[src/rtl/synthesijer_fcomp64_issue.sv]
// -----------------------------------------------------------------------------
// synthesijer_fcomp64_issue
//
// Issue/capture stage in front of the 64-bit floating-point compare core.
// Takes one compare request from the generated method FSM and translates the
// HLS comparison code into the core's operation byte. It then fires a single
// nd pulse, waits for the core's valid, and returns a registered result with a
// one-cycle done pulse. The caller therefore never depends on core latency.
//
// Ports
//   clk, reset        system clock, synchronous active-high reset
//   req               request strobe, sampled only while idle
//   a, b              IEEE-754 double operands
//   op                0=LT 1=LEQ 2=GT 3=GEQ 4=EQ 5=NEQ (6/7 illegal)
//   busy              high from the cycle after accept until the cycle after done
//   done              one-cycle completion pulse
//   result            compare outcome, held until the next done
//   error             illegal op (or timeout), held with result
//   cmp_a/b/opcode/nd request side of the compare core
//   cmp_result/valid  response side of the compare core
//
// Optional feature: define SYNTHESIJER_FCOMP64_ISSUE_TIMEOUT_EN to abort a
// request after TIMEOUT_CYCLES cycles in WAIT. The abort returns result=0 and
// error=1. Without the macro, WAIT waits indefinitely.
// -----------------------------------------------------------------------------
module synthesijer_fcomp64_issue #(
  parameter int TIMEOUT_CYCLES = 64
) (
  input  logic        clk,
  input  logic        reset,
  input  logic        req,
  input  logic [63:0] a,
  input  logic [63:0] b,
  input  logic [2:0]  op,
  output logic        busy,
  output logic        done,
  output logic        result,
  output logic        error,
  output logic [63:0] cmp_a,
  output logic [63:0] cmp_b,
  output logic [7:0]  cmp_opcode,
  output logic        cmp_nd,
  input  logic        cmp_result,
  input  logic        cmp_valid
);

  if (TIMEOUT_CYCLES < 2 || TIMEOUT_CYCLES > 65535) begin : g_bad_timeout
    $error("TIMEOUT_CYCLES must lie in 2..65535");
  end

  typedef enum logic [1:0] {
    S_IDLE,
    S_ISSUE,
    S_WAIT,
    S_DONE
  } state_t;

  state_t     state_q, state_d;
  logic [7:0] opcode_map;
  logic       illegal_op;
  logic       load_req;
  logic       capture;
  logic       abort;

`ifdef SYNTHESIJER_FCOMP64_ISSUE_TIMEOUT_EN
  localparam logic [15:0] TIMEOUT_LAST = 16'(TIMEOUT_CYCLES - 1);
  logic [15:0] wait_cnt;
`endif

  // HLS comparison code -> compare-core operation byte (bits 7:6 always 0).
  always_comb begin
    // NOTE: every signal written here gets a default first, so no path
    // through the case can leave it unassigned and infer a latch.
    opcode_map = 8'h00;
    illegal_op = 1'b0;
    case (op)
      3'd0:    opcode_map = 8'h0C;  // LT
      3'd1:    opcode_map = 8'h1C;  // LEQ
      3'd2:    opcode_map = 8'h24;  // GT
      3'd3:    opcode_map = 8'h34;  // GEQ
      3'd4:    opcode_map = 8'h14;  // EQ
      3'd5:    opcode_map = 8'h2C;  // NEQ
      default: illegal_op = 1'b1;
    endcase
  end

  // Next-state logic. The ISSUE state never looks at cmp_valid: the core
  // cannot answer in the same cycle as nd, so anything seen there is stale.
  always_comb begin
    state_d  = state_q;
    load_req = 1'b0;
    capture  = 1'b0;
    abort    = 1'b0;
    case (state_q)
      S_IDLE: begin
        if (req) begin
          load_req = 1'b1;
          state_d  = illegal_op ? S_DONE : S_ISSUE;
        end
      end
      S_ISSUE: state_d = S_WAIT;
      S_WAIT: begin
        // A valid in the limit cycle takes priority over the timeout.
        if (cmp_valid) begin
          capture = 1'b1;
          state_d = S_DONE;
        end
`ifdef SYNTHESIJER_FCOMP64_ISSUE_TIMEOUT_EN
        else if (wait_cnt == TIMEOUT_LAST) begin
          abort   = 1'b1;
          state_d = S_DONE;
        end
`endif
      end
      S_DONE:  state_d = S_IDLE;
      default: state_d = S_IDLE;
    endcase
  end

  // State and output registers. All outputs decode from state_d, so each one
  // lines up exactly with the state it describes.
  always_ff @(posedge clk) begin
    if (reset) begin
      state_q    <= S_IDLE;
      busy       <= 1'b0;
      done       <= 1'b0;
      result     <= 1'b0;
      error      <= 1'b0;
      cmp_a      <= '0;
      cmp_b      <= '0;
      cmp_opcode <= '0;
      cmp_nd     <= 1'b0;
    end else begin
      // NOTE: non-blocking assignments so every register samples the values
      // from before this edge, independent of statement order.
      state_q <= state_d;
      busy    <= (state_d != S_IDLE);
      done    <= (state_d == S_DONE);
      cmp_nd  <= (state_d == S_ISSUE);

      // Operands and opcode stay stable through ISSUE and WAIT.
      if (load_req) begin
        cmp_a      <= a;
        cmp_b      <= b;
        cmp_opcode <= opcode_map;
        if (illegal_op) begin
          result <= 1'b0;
          error  <= 1'b1;
        end
      end

      if (capture) begin
        result <= cmp_result;
        error  <= 1'b0;
      end

      if (abort) begin
        result <= 1'b0;
        error  <= 1'b1;
      end
    end
  end

`ifdef SYNTHESIJER_FCOMP64_ISSUE_TIMEOUT_EN
  // Counts WAIT cycles. It is cleared on the edge that enters WAIT and
  // advances once per cycle spent in WAIT.
  always_ff @(posedge clk) begin
    if (reset) begin
      wait_cnt <= '0;
    end else if (state_q != S_WAIT) begin
      wait_cnt <= '0;
    end else begin
      wait_cnt <= wait_cnt + 16'd1;
    end
  end
`endif

endmodule

[config.mk]
export PLATFORM = sky130hd
export DESIGN_NAME = synthesijer_fcomp64_issue
export DESIGN_NICKNAME = d
export VERILOG_FILES = /design/src/rtl/synthesijer_fcomp64_issue.sv
export SDC_FILE = /design/constraint.sdc
export NUM_CORES = 1
export LEC_CHECK = 0
export BUFFER_PORTS_ARGS = -buffer_cell sky130_fd_sc_hd__buf_4
export CELL_PAD_IN_SITES_DETAIL_PLACEMENT = 1
export CELL_PAD_IN_SITES_GLOBAL_PLACEMENT = 2
export CORE_MARGIN = 5
export CORE_UTILIZATION = 25
export CTS_CLUSTER_DIAMETER = 150
export CTS_CLUSTER_SIZE = 12
export DETAILED_ROUTE_END_ITERATION = 10
export MAX_ROUTING_LAYER = met4
export PLACE_DENSITY_LB_ADDON = 0.15
export SETUP_SLACK_MARGIN = 0.3
export SYNTH_ARGS = -nofsm -noshare
export SYNTH_HDL_FRONTEND = slang
export SYNTH_SLANG_ARGS = --single-unit
export TNS_END_PERCENT = 50
[constraint.sdc]
create_clock -name clk -period 4.2 [get_ports clk]
set_input_delay 0.21 -clock clk [delete_from_list [all_inputs] [get_ports clk]]
set_output_delay 0.21 -clock clk [all_outputs]
set_load 0.01 [all_outputs]
==> results of run 1 <==
-- routing by layer --
metal	GRT usage, %	vias up
met3	5.45	24
met4	6.22	0
met2	26.1	163
met5	-	-
met1	17.7	2327
li1	-	2462
-- critical path: cells and delay by family, from the launching register on --
| kind | cells | cell delay [ns] |
|---|---|---|
| compound gates | 1 | 0.14 |
| fa+ha+maj | 1 | 0.26 |
| buf+inv | 2 | 0.54 |
| flops | 1 | 0.31 |
| simple gates | 2 | 1.02 |
-- cells in the final DEF, fill, tap and decap left out, types with 2 or more instances in the layout --
cell       synthesis  final
buf_4             12    275
nand2_1          259    258
dfxtp_1          139    139
a21oi_1          121    121
clkbuf_16          0     17
a21oi_2           10     10
inv_1              6      6
nor2_1             5      5
conb_1             1      4
clkinv_2           0      4
o21ai_0            3      3
nand3_1            3      3
ha_1               3      3
clkinv_4           0      3
bufinv_16          0      3
nand2b_1           2      2
clkbuf_1          15      2
clkbuf_8           0      2
-- power breakdown --
| group | switching, mW | leakage [nW] | internal, mW |
|---|---|---|---|
| sequential | 0.142 | 1.14 | 1.59 |
| combinational | 0.792 | 1.99 | 0.598 |
| clock | 0.569 | 0.297 | 0.964 |
| total | 1.50 | 3.43 | 3.15 |
-- flip-flops by register name (all words and copies together), names as in the netlist --
register / cells
error: 1
result: 1
busy: 1
cmp_b: 64
cmp_a: 64
state_q: 2
cmp_nd: 1
cmp_opcode: 4
done: 1
-- cell families (layout without fill, tap and decap cells) --
kind of cell	after synthesis	in the layout	synth area share, %
AND/OR/NAND/NOR	273	273	21.2
AO/OA/AOI/OAI	140	140	15.3
flip-flops	139	139	56.5
buffers and inverters	54	313	5.69
adder cells (fa/ha/maj)	3	3	0.762
multiplexers	2	2	0.432
other	1	4	0.0761
-- metrics by stage --
stage                     hold slack (ns)  setup slack (ns)  instance area, um2  utilization (%)
final                              0.0275              1.73                7690             39.6
after detailed placement            0.449              1.74                7080             36.5
after global placement              0.443              1.86                7080             36.5
after CTS                         0.00305              1.71                7690             39.6
after floorplan                     0.321              2.79                4940                -
after global routing               0.0160              1.50                7690             39.6
-- final cells by class --
| class | instances | area (um2) |
|---|---|---|
| Sequential cell | 139 | 2780 |
| Clock buffer | 21 | 460 |
| Inverter | 6 | 22.5 |
| Multi-Input combinational cell | 422 | 1880 |
| Fill cell | 2373 | 11700 |
| Clock inverter | 11 | 144 |
| Tap cell | 265 | 332 |
| Timing Repair Buffer | 275 | 2060 |
-- worst paths after layout --
kind              start   endpoint
max          state_q[0]  cmp_b[32]
min           cmp_valid      error
max reg2reg  state_q[0]  cmp_b[32]
min reg2reg    cmp_b[0]   cmp_b[0]
==> impl_metrics.csv, run 1 <==
group,metric,value,unit
outcome,status,"complete, no violations",
synthesis,syn_area,0.00492,mm2
timing,finalSetupViolCount,0,
global_routing,grt_usage,15.9,%
timing,period_minus_slack,2.47,ns
timing,fin_worst_skew,0.00707,ns
worst_setup_path,critPathLaunchType,"register",
min_path,worstHoldPathCells,2,
detailed_routing,vias,4976,
synthesis,synth.most_common_cell,"nand2_1",
power,power-per-cell-area,606,mW/mm2
worst_setup_path,critPathRequiredTime,4.53,ns
synthesis,synthTopCellsByCount,"nand2_1 (259), dfxtp_1 (139), a21oi_1 (121)",
synthesis,synth_area_leaders,"dfxtp_1 (57%), nand2_1 (20%), a21oi_1 (12%), buf_2 (2.0%), buf_4 (1.8%)",
synthesis,synth_top_cell_by_area,"dfxtp_1",
floorplan,die_x,150,um
global_routing,first_global_vias,5112,
synthesis,syn_inst,612,
global_routing,grt_max_degree,111,
power,p_leak,3.43,nW
global_routing,gr-total-overflow,0,
clock_tree,cts.sinks,139,
detailed_routing,dr_wl_met3,1480,um
job,maxCapViolCount,0,
floorplan,dieArea,0.0226,mm2
clock_tree,cts_resized,0,
global_routing,antenna_found_initial,0,
synthesis,ys_ff_latch,139,
detailed_routing,wl_met2,8930,um
final_layout,stdcell_count,1139,
timing,rsz0062_at_grt,"no",
detailed_routing,detail_route.first_pass.iterations,4,
clock_tree,path_clk_slew,0.06,ns
worst_setup_path,reg2reg_slack,1.73,ns
placement,place_hpwl,12900,um
timing,hold_violations,0,
synthesis,avgSynthCellArea,8.05,um2
synthesis,ys_seq_area_share,56.5,%
synthesis,ys.flop_type,"dfxtp_1",
detailed_routing,wl_per_cell,15.9,um
timing,finalCritPeriodShare,58.9,%
synthesis,synth_top_cell_area_share,56.5,%
synthesis,synth_edf_count,0,
power,ir_worst_vdd,0.000319,V
clock_tree,clock_path_buffers,2,
worst_setup_path,crit_fanout,110,
timing,fin_tns_setup,0,ns
placement,dp.cells,1107,
timing,max_clock_freq,404,MHz
detailed_routing,wl,18100,um
synthesis,synth.distinct_cells,27,
worst_setup_path,critical_path_arrival,2.80,ns
clock_tree,cts_tree,"built",
clock_tree,htree_levels,4,
timing,worst_slew_pin_slew,1.25,ns
final_layout,drive_gt1_share,36.4,%
clock_tree,clock_tree.root_cell,"clkbuf_16",
detailed_routing,drc,0,
clock_tree,cts_made_buffers,17,
floorplan,rows,51,
power,totalPowerFinal,4.66,mW
detailed_routing,first_iter_violations,182,
final_layout,finalNetCount,1000,
final_layout,area_growth,56.1,%
clock_tree,post_cts_buffers,0,
detailed_routing,vias_per_cell,4.37,
floorplan,ios,277,
synthesis,yosys_warnings,0,
floorplan,die_y,150,um
detailed_routing,dr.max_layer_used,"met4",
placement,place.gp.congestion,0.764,
worst_setup_path,max_stage_delay,0.93,ns
worst_setup_path,setup.worst_path.class,"reg -> reg",
worst_setup_path,critPathCaptureType,"register",
worst_setup_path,cpMaxStageDelayCell,"and2_4",
min_path,hp-class,"in -> reg",
worst_setup_path,cp_cell_sequence,"inv_1 > ha_1 > and2_4 > buf_4 > nand2_1 > a21oi_1",
placement,io_buffers,272,
global_routing,grt_pass1_wl,27200,um
detailed_routing,ant_nets,0,
floorplan,core,0.0194,mm2
clock_tree,clock_latency,0.41,ns
worst_setup_path,r2r_cells,6,
synthesis,async_reset_ff_share,0,%
detailed_routing,routedLengthMet1,7270,um
final_layout,diodes,0,
timing,maxSlewViolCount,0,
floorplan,start_util,25.4,%
clock_tree,cts_hold_buf,0,
timing,max_slew_margin,16.9,%
Note: power is estimated with default switching activity, not from simulation.
==> run 2, diff against run 1 <==
--- a/config.mk
+++ b/config.mk
@@ -9,7 +9,7 @@
 export CELL_PAD_IN_SITES_DETAIL_PLACEMENT = 1
 export CELL_PAD_IN_SITES_GLOBAL_PLACEMENT = 2
 export CORE_MARGIN = 5
-export CORE_UTILIZATION = 25
+export CORE_UTILIZATION = 23
 export CTS_CLUSTER_DIAMETER = 150
 export CTS_CLUSTER_SIZE = 12
 export DETAILED_ROUTE_END_ITERATION = 10
==> constraint.sdc (replaced) <==
create_clock -name clk -period 2.5 [get_ports clk]
set_input_delay 0.125 -clock clk [delete_from_list [all_inputs] [get_ports clk]]
set_output_delay 0.125 -clock clk [all_outputs]
set_load 0.01 [all_outputs]
==> impl_metrics.csv, run 2 (same netlist as run 1, synthesis figures left out) <==
group,metric,value,unit
outcome,status,"complete, no violations",
timing,rsz0062_at_grt,"no",
power,pwr-share-comb,31.8,%
detailed_routing,detail_route.first_pass.iterations,4,
detailed_routing,drc,0,
clock_tree,cts_resized,0,
detailed_routing,wl_met2,10100,um
detailed_routing,ant_nets,0,
timing,hold_violations,0,
timing,worst_slew_pin_slew,0.527,ns
placement,place_hpwl,13500,um
power,ir_worst_vdd,0.000435,V
placement,place.gp.congestion,0.768,
power,cellInternalPower,5.59,mW
detailed_routing,vias,5478,
timing,finalSetupViolCount,0,
worst_setup_path,critical_path_arrival,2.11,ns
power,clkPwrFrac,32.7,%
global_routing,grt_pass1_wl,31200,um
final_layout,finalNetCount,1137,
global_routing,grt_max_degree,80,
final_layout,post-route-cell-area,0.00913,mm2
floorplan,die_y,156,um
clock_tree,htree_levels,4,
power,net-switching-power,2.63,mW
timing,max_clock_freq,563,MHz
job,maxCapViolCount,0,
clock_tree,clock_path_buffers,2,
floorplan,die_x,156,um
power,power-per-cell-area,900,mW/mm2
min_path,hp-class,"in -> reg",
placement,placed_cell_area,0.00720,mm2
detailed_routing,vias_per_cell,4.26,
global_routing,antenna_found_initial,0,
timing,fin_worst_skew,0.00579,ns
detailed_routing,first_iter_violations,129,
floorplan,dieArea,0.0244,mm2
worst_setup_path,critPathCaptureType,"register",
clock_tree,path_clk_slew,0.06,ns
worst_setup_path,critPathLaunchType,"register",
worst_setup_path,critPathRequiredTime,2.84,ns
detailed_routing,dr_wl_met3,1460,um
power,p_leak,4.03,nW
timing,finalCritPeriodShare,71.0,%
clock_tree,cts_made_buffers,17,
global_routing,grt_usage,16.5,%
global_routing,gr-total-overflow,0,
final_layout,drive_gt1_share,32.3,%
final_layout,area_growth,85.4,%
clock_tree,clock_tree.root_cell,"clkbuf_16",
timing,max_slew_margin,64.9,%
final_layout,final_cell_mix,"buf_4 (278), nand2_1 (258), dfxtp_1 (139)",
final_layout,top_regs,"cmp_a x64, cmp_b x64, cmp_opcode x4",
floorplan,ios,277,
timing,maxSlewViolCount,0,
timing,fin_tns_setup,0,ns
timing,period_minus_slack,1.78,ns
floorplan,rows,53,
power,power_frac_seq,35.4,%
clock_tree,cts_tree,"built",
worst_setup_path,crit_fanout,43,
global_routing,first_global_vias,5902,
detailed_routing,routedLengthMet1,8150,um
power,swShare,32.0,%
final_layout,diodes,0,
detailed_routing,dr.max_layer_used,"met4",
worst_setup_path,setup.worst_path.class,"reg -> reg",
detailed_routing,wl,20000,um
clock_tree,cts.sinks,139,
final_layout,final_common_cell,"buf_4",
clock_tree,clock_latency,0.41,ns
detailed_routing,wl_per_cell,15.5,um
floorplan,start_util,23.4,%
placement,io_buffers,272,
floorplan,core,0.0210,mm2
[run 2: cell count changes in the layout (fill, tap and decap cells not counted)]
cell,delta
dlygate4sd3_1,+130
buf_12,+4
buf_4,+3
clkbuf_8,+3
clkbuf_1,-2
clkinv_2,-2
clkinv_4,-2
inv_6,+2
[run 2: metal layers]
layer  vias up  track usage (%)
li1       2728                -
met1      2560             18.4
met2       169             28.4
met3        21             5.23
met4         0             4.46
met5         -                -
[run 2: path summary, 6_finish.rpt]
| kind | endpoint | slack (ns) | startpoint | cells past startpoint |
|---|---|---|---|---|
| max | cmp_a[50] | 0.72 | state_q[1] | 6 |
| min | cmp_opcode[5] | 0.02 | op[0] | 3 |
| max reg2reg | cmp_a[50] | 0.72 | state_q[1] | 6 |
| min reg2reg | cmp_a[38] | 0.45 | cmp_a[38] | 2 |
[run 2: per-stage QoR]
| stage | util (%) | cells | setup slack, ns | power, mW | hold WS [ns] |
|---|---|---|---|---|---|
| finish | 43.4 | 1285 | 0.725 | 8.22 | 0.0237 |
| detailed placement | 34.2 | 1124 | 0.741 | 5.45 | 0.374 |
| CTS | 43.4 | 1285 | 0.722 | 8.36 | 0.00426 |
| global placement | 34.2 | 1124 | 0.845 | 5.36 | 0.373 |
| global route | 43.4 | 1285 | 0.552 | 8.73 | 0.0154 |
| floorplan | - | 615 | 1.09 | 4.19 | 0.236 |
[run 2: power groups by stage]
stage / Clock, mW / Combinational, mW / Sequential, mW
after floorplan: 0 / 1.06 / 3.13
after global placement: 0 / 2.43 / 2.93
after detailed placement: 0 / 2.49 / 2.96
after CTS: 2.78 / 2.67 / 2.92
after global routing: 2.87 / 2.89 / 2.97
final: 2.69 / 2.62 / 2.91
[run 2: critical path: stages, from the launching register on]
cell	delay (ns)
dfxtp_1	0.37
inv_1	0.08
ha_1	0.24
nand2_4	0.41
buf_4	0.30
nand2_1	0.09
a21oi_1	0.18
[run 2: layout make-up]
type | count | area [um2]
Sequential cell | 139 | 2780
Fill cell | 2448 | 11900
Tap cell | 275 | 344
Inverter | 6 | 22.5
Timing Repair Buffer | 412 | 3470
Clock buffer | 22 | 494
Clock inverter | 9 | 134
Multi-Input combinational cell | 422 | 1880
[run 2: timing repair]
item / CTS / global route
setup buffers: 0 / 0
hold buffers: 130 / 0
setup endpoints to repair: 0 / 0
endpoints found under the hold margin: 130 / 0
==> run 3, diff against run 2 <==
--- a/config.mk
+++ b/config.mk
@@ -5,11 +5,12 @@
 export SDC_FILE = /design/constraint.sdc
 export NUM_CORES = 1
 export LEC_CHECK = 0
+export ABC_AREA = 1
 export BUFFER_PORTS_ARGS = -buffer_cell sky130_fd_sc_hd__buf_4
 export CELL_PAD_IN_SITES_DETAIL_PLACEMENT = 1
 export CELL_PAD_IN_SITES_GLOBAL_PLACEMENT = 2
 export CORE_MARGIN = 5
-export CORE_UTILIZATION = 23
+export CORE_UTILIZATION = 20
 export CTS_CLUSTER_DIAMETER = 150
 export CTS_CLUSTER_SIZE = 12
 export DETAILED_ROUTE_END_ITERATION = 10
==> constraint.sdc (replaced) <==
create_clock -name clk -period 1.5 [get_ports clk]
set_input_delay 0.075 -clock clk [delete_from_list [all_inputs] [get_ports clk]]
set_output_delay 0.075 -clock clk [all_outputs]
set_load 0.01 [all_outputs]
==> impl_metrics.csv, run 3 <==
group,metric,value,unit
power,pwr-share-comb,36.5,%
final_layout,top_regs,"cmp_a x64, cmp_b x64, cmp_opcode x4",
worst_setup_path,setup.worst_path.class,"reg -> reg",
detailed_routing,drc,0,
synthesis,ys_ff_latch,139,
min_path,hp-class,"in -> reg",
synthesis,ys.flop_type,"dfxtp_1",
synthesis,synthTopCellsByCount,"nor2_1 (269), dfxtp_1 (139), o21ai_0 (132)",
clock_tree,cts.sinks,139,
power,p_leak,4.38,nW
detailed_routing,vias_per_cell,4.09,
floorplan,start_util,20.3,%
floorplan,core,0.0242,mm2
synthesis,synth_area_leaders,"dfxtp_1 (57%), nor2_1 (21%), o21ai_0 (13%), buf_6 (2.3%), clkbuf_1 (1.4%)",
placement,io_buffers,272,
final_layout,post-route-cell-area,0.00957,mm2
worst_setup_path,crit_fanout,31,
global_routing,grt_max_degree,69,
synthesis,synth_top_cell_by_area,"dfxtp_1",
power,power-per-cell-area,1480,mW/mm2
final_layout,finalNetCount,1171,
floorplan,dieArea,0.0278,mm2
global_routing,antenna_found_initial,1,
worst_setup_path,cpMaxStageDelayCell,"dfxtp_2",
placement,placed_cell_area,0.00726,mm2
synthesis,syn_area,0.00492,mm2
power,power_frac_seq,34.8,%
placement,place_hpwl,14100,um
worst_setup_path,cp_cell_sequence,"inv_4 > ha_4 > nand2_4 > buf_16 > o21ai_0 > nor2_1",
clock_tree,clock_path_buffers,2,
clock_tree,htree_levels,4,
global_routing,gr-total-overflow,0,
final_layout,area_growth,94.3,%
timing,finalCritPeriodShare,85.5,%
detailed_routing,first_iter_violations,166,
synthesis,yosys_warnings,0,
job,maxCapViolCount,0,
worst_setup_path,critPathLaunchType,"register",
synthesis,async_reset_ff_share,0,%
worst_setup_path,critPathCaptureType,"register",
timing,max_clock_freq,780,MHz
power,ir_worst_vdd,0.000548,V
detailed_routing,wl_per_cell,15.7,um
worst_setup_path,max_stage_delay,0.33,ns
detailed_routing,vias,5597,
final_layout,final_common_cell,"buf_4",
global_routing,first_global_vias,5916,
synthesis,avgSynthCellArea,7.88,um2
synthesis,synth.distinct_cells,17,
timing,timing.final.ws_setup,0.218,ns
floorplan,rows,57,
power,net-switching-power,4.68,mW
synthesis,synth_top_cell_area_share,56.5,%
detailed_routing,detail_route.first_pass.iterations,4,
power,clkPwrFrac,28.7,%
timing,fin_tns_setup,0,ns
timing,maxSlewViolCount,0,
timing,period_minus_slack,1.28,ns
timing,finalSetupViolCount,0,
outcome,status,"complete, no violations",
placement,place.gp.congestion,0.722,
clock_tree,path_clk_slew,0.06,ns
synthesis,synth.most_common_cell,"nor2_1",
synthesis,synth_edf_count,0,
power,swShare,33.0,%
timing,rsz0062_at_grt,"yes",
clock_tree,cts_tree,"built",
floorplan,die_y,167,um
floorplan,ios,277,
global_routing,grt_usage,15.2,%
detailed_routing,ant_nets,0,
power,cellInternalPower,9.48,mW
global_routing,grt_pass1_wl,32600,um
clock_tree,clock_latency,0.42,ns
placement,preCtsSetupSlack,0.0579,ns
final_layout,drive_gt1_share,33.6,%
detailed_routing,wl,21500,um
synthesis,syn_inst,625,
worst_setup_path,critical_path_arrival,1.58,ns
clock_tree,cts_made_buffers,17,
timing,hold_violations,0,
worst_setup_path,critPathRequiredTime,1.80,ns
timing,fin_worst_skew,0.0154,ns
synthesis,ys_seq_area_share,56.5,%
final_layout,final_cell_mix,"buf_4 (277), nor2_1 (256), dfxtp_1 (137)",
floorplan,die_x,167,um
clock_tree,clock_tree.root_cell,"clkbuf_16",
==> run 3: changes by cell type after synthesis, sizes merged, moves of 2 or more <==
cell | before | now
inv | 6 | 11
nor2 | 5 | 269
a21oi | 131 | 5
o21ai | 4 | 133
nand2b | 2 | 0
nand2 | 259 | 16
buf | 33 | 20
clkbuf | 15 | 26
==> run 3: logic make-up after synthesis <==
| logic type | count (synthesis) | synth area share (%) |
|---|---|---|
| AO/OA/AOI/OAI | 138 | 14.0 |
| adder cells (fa/ha/maj) | 3 | 0.763 |
| buffers and inverters | 57 | 6.61 |
| flip-flops | 139 | 56.5 |
| other | 1 | 0.0762 |
| AND/OR/NAND/NOR | 287 | 22.0 |
==> run 3: worst max-delay path: cells and delay by family (launching register included) <==
kind	cells	cell delay (ns)
fa+ha+maj	1	0.19
compound gates	1	0.16
buf+inv	2	0.28
flops	1	0.33
simple gates	2	0.20
==> run 3: layout make-up <==
type	count	area, um2
Antenna cell	1	2.50
Clock buffer	18	429
Clock inverter	12	128
Fill cell	2808	14700
Inverter	11	61.3
Multi-Input combinational cell	433	1910
Sequential cell	139	2790
Tap cell	324	405
Timing Repair Buffer	428	3820
Timing Repair inverter	2	20.0
==> run 3: layer usage <==
metal	up-vias	global-route usage (%)	routed length, um
met2	177	25.9	10600
met1	2593	16.9	9040
li1	2807	-	-
met4	0	4.23	289
met5	-	-	0
met3	20	5.17	1550
==> run 3: stage by stage <==
| step | instances | util (%) | hold WS (ns) | total power [mW] |
|---|---|---|---|---|
| final | 1368 | 39.4 | 0.0290 | 14.2 |
| after global routing | 1368 | 39.4 | 0.0372 | 15.1 |
| after CTS | 1365 | 39.1 | 0.0111 | 14.3 |
| after detailed placement | 1190 | 30.0 | 0.255 | 9.14 |
| after global placement | 1190 | 30.0 | 0.249 | 9.01 |
| after floorplan | 628 | - | 0.144 | 7.07 |
==> run 3: path summary, 6_finish.rpt <==
check,from,to,slack [ns],cells after the start
setup / recovery,state_q[0],cmp_a[39],0.22,6
hold / removal,cmp_valid,error,0.03,4
setup reg to reg,state_q[0],cmp_a[39],0.22,6
hold reg to reg,result,result,0.48,2
==> run 3: repair_timing <==
action	4_1_cts	5_1_grt
resized for setup	49	56
setup buffers	3	0
pin swaps	3	2
setup endpoints to repair	134	139
endpoints found under the hold margin	132	0
gates cloned	8	2
hold buffers	134	0
==> run 3: power groups by stage <==
stage | clock, mW | combinational, mW | sequential (mW)
2_1_floorplan | 0 | 1.77 | 5.31
3_5_place_dp | 0 | 4.13 | 5.01
6_report | 4.06 | 5.16 | 4.93
5_1_grt | 4.39 | 5.66 | 5.04
3_3_place_gp | 0 | 4.05 | 4.96
4_1_cts | 4.22 | 5.11 | 4.94
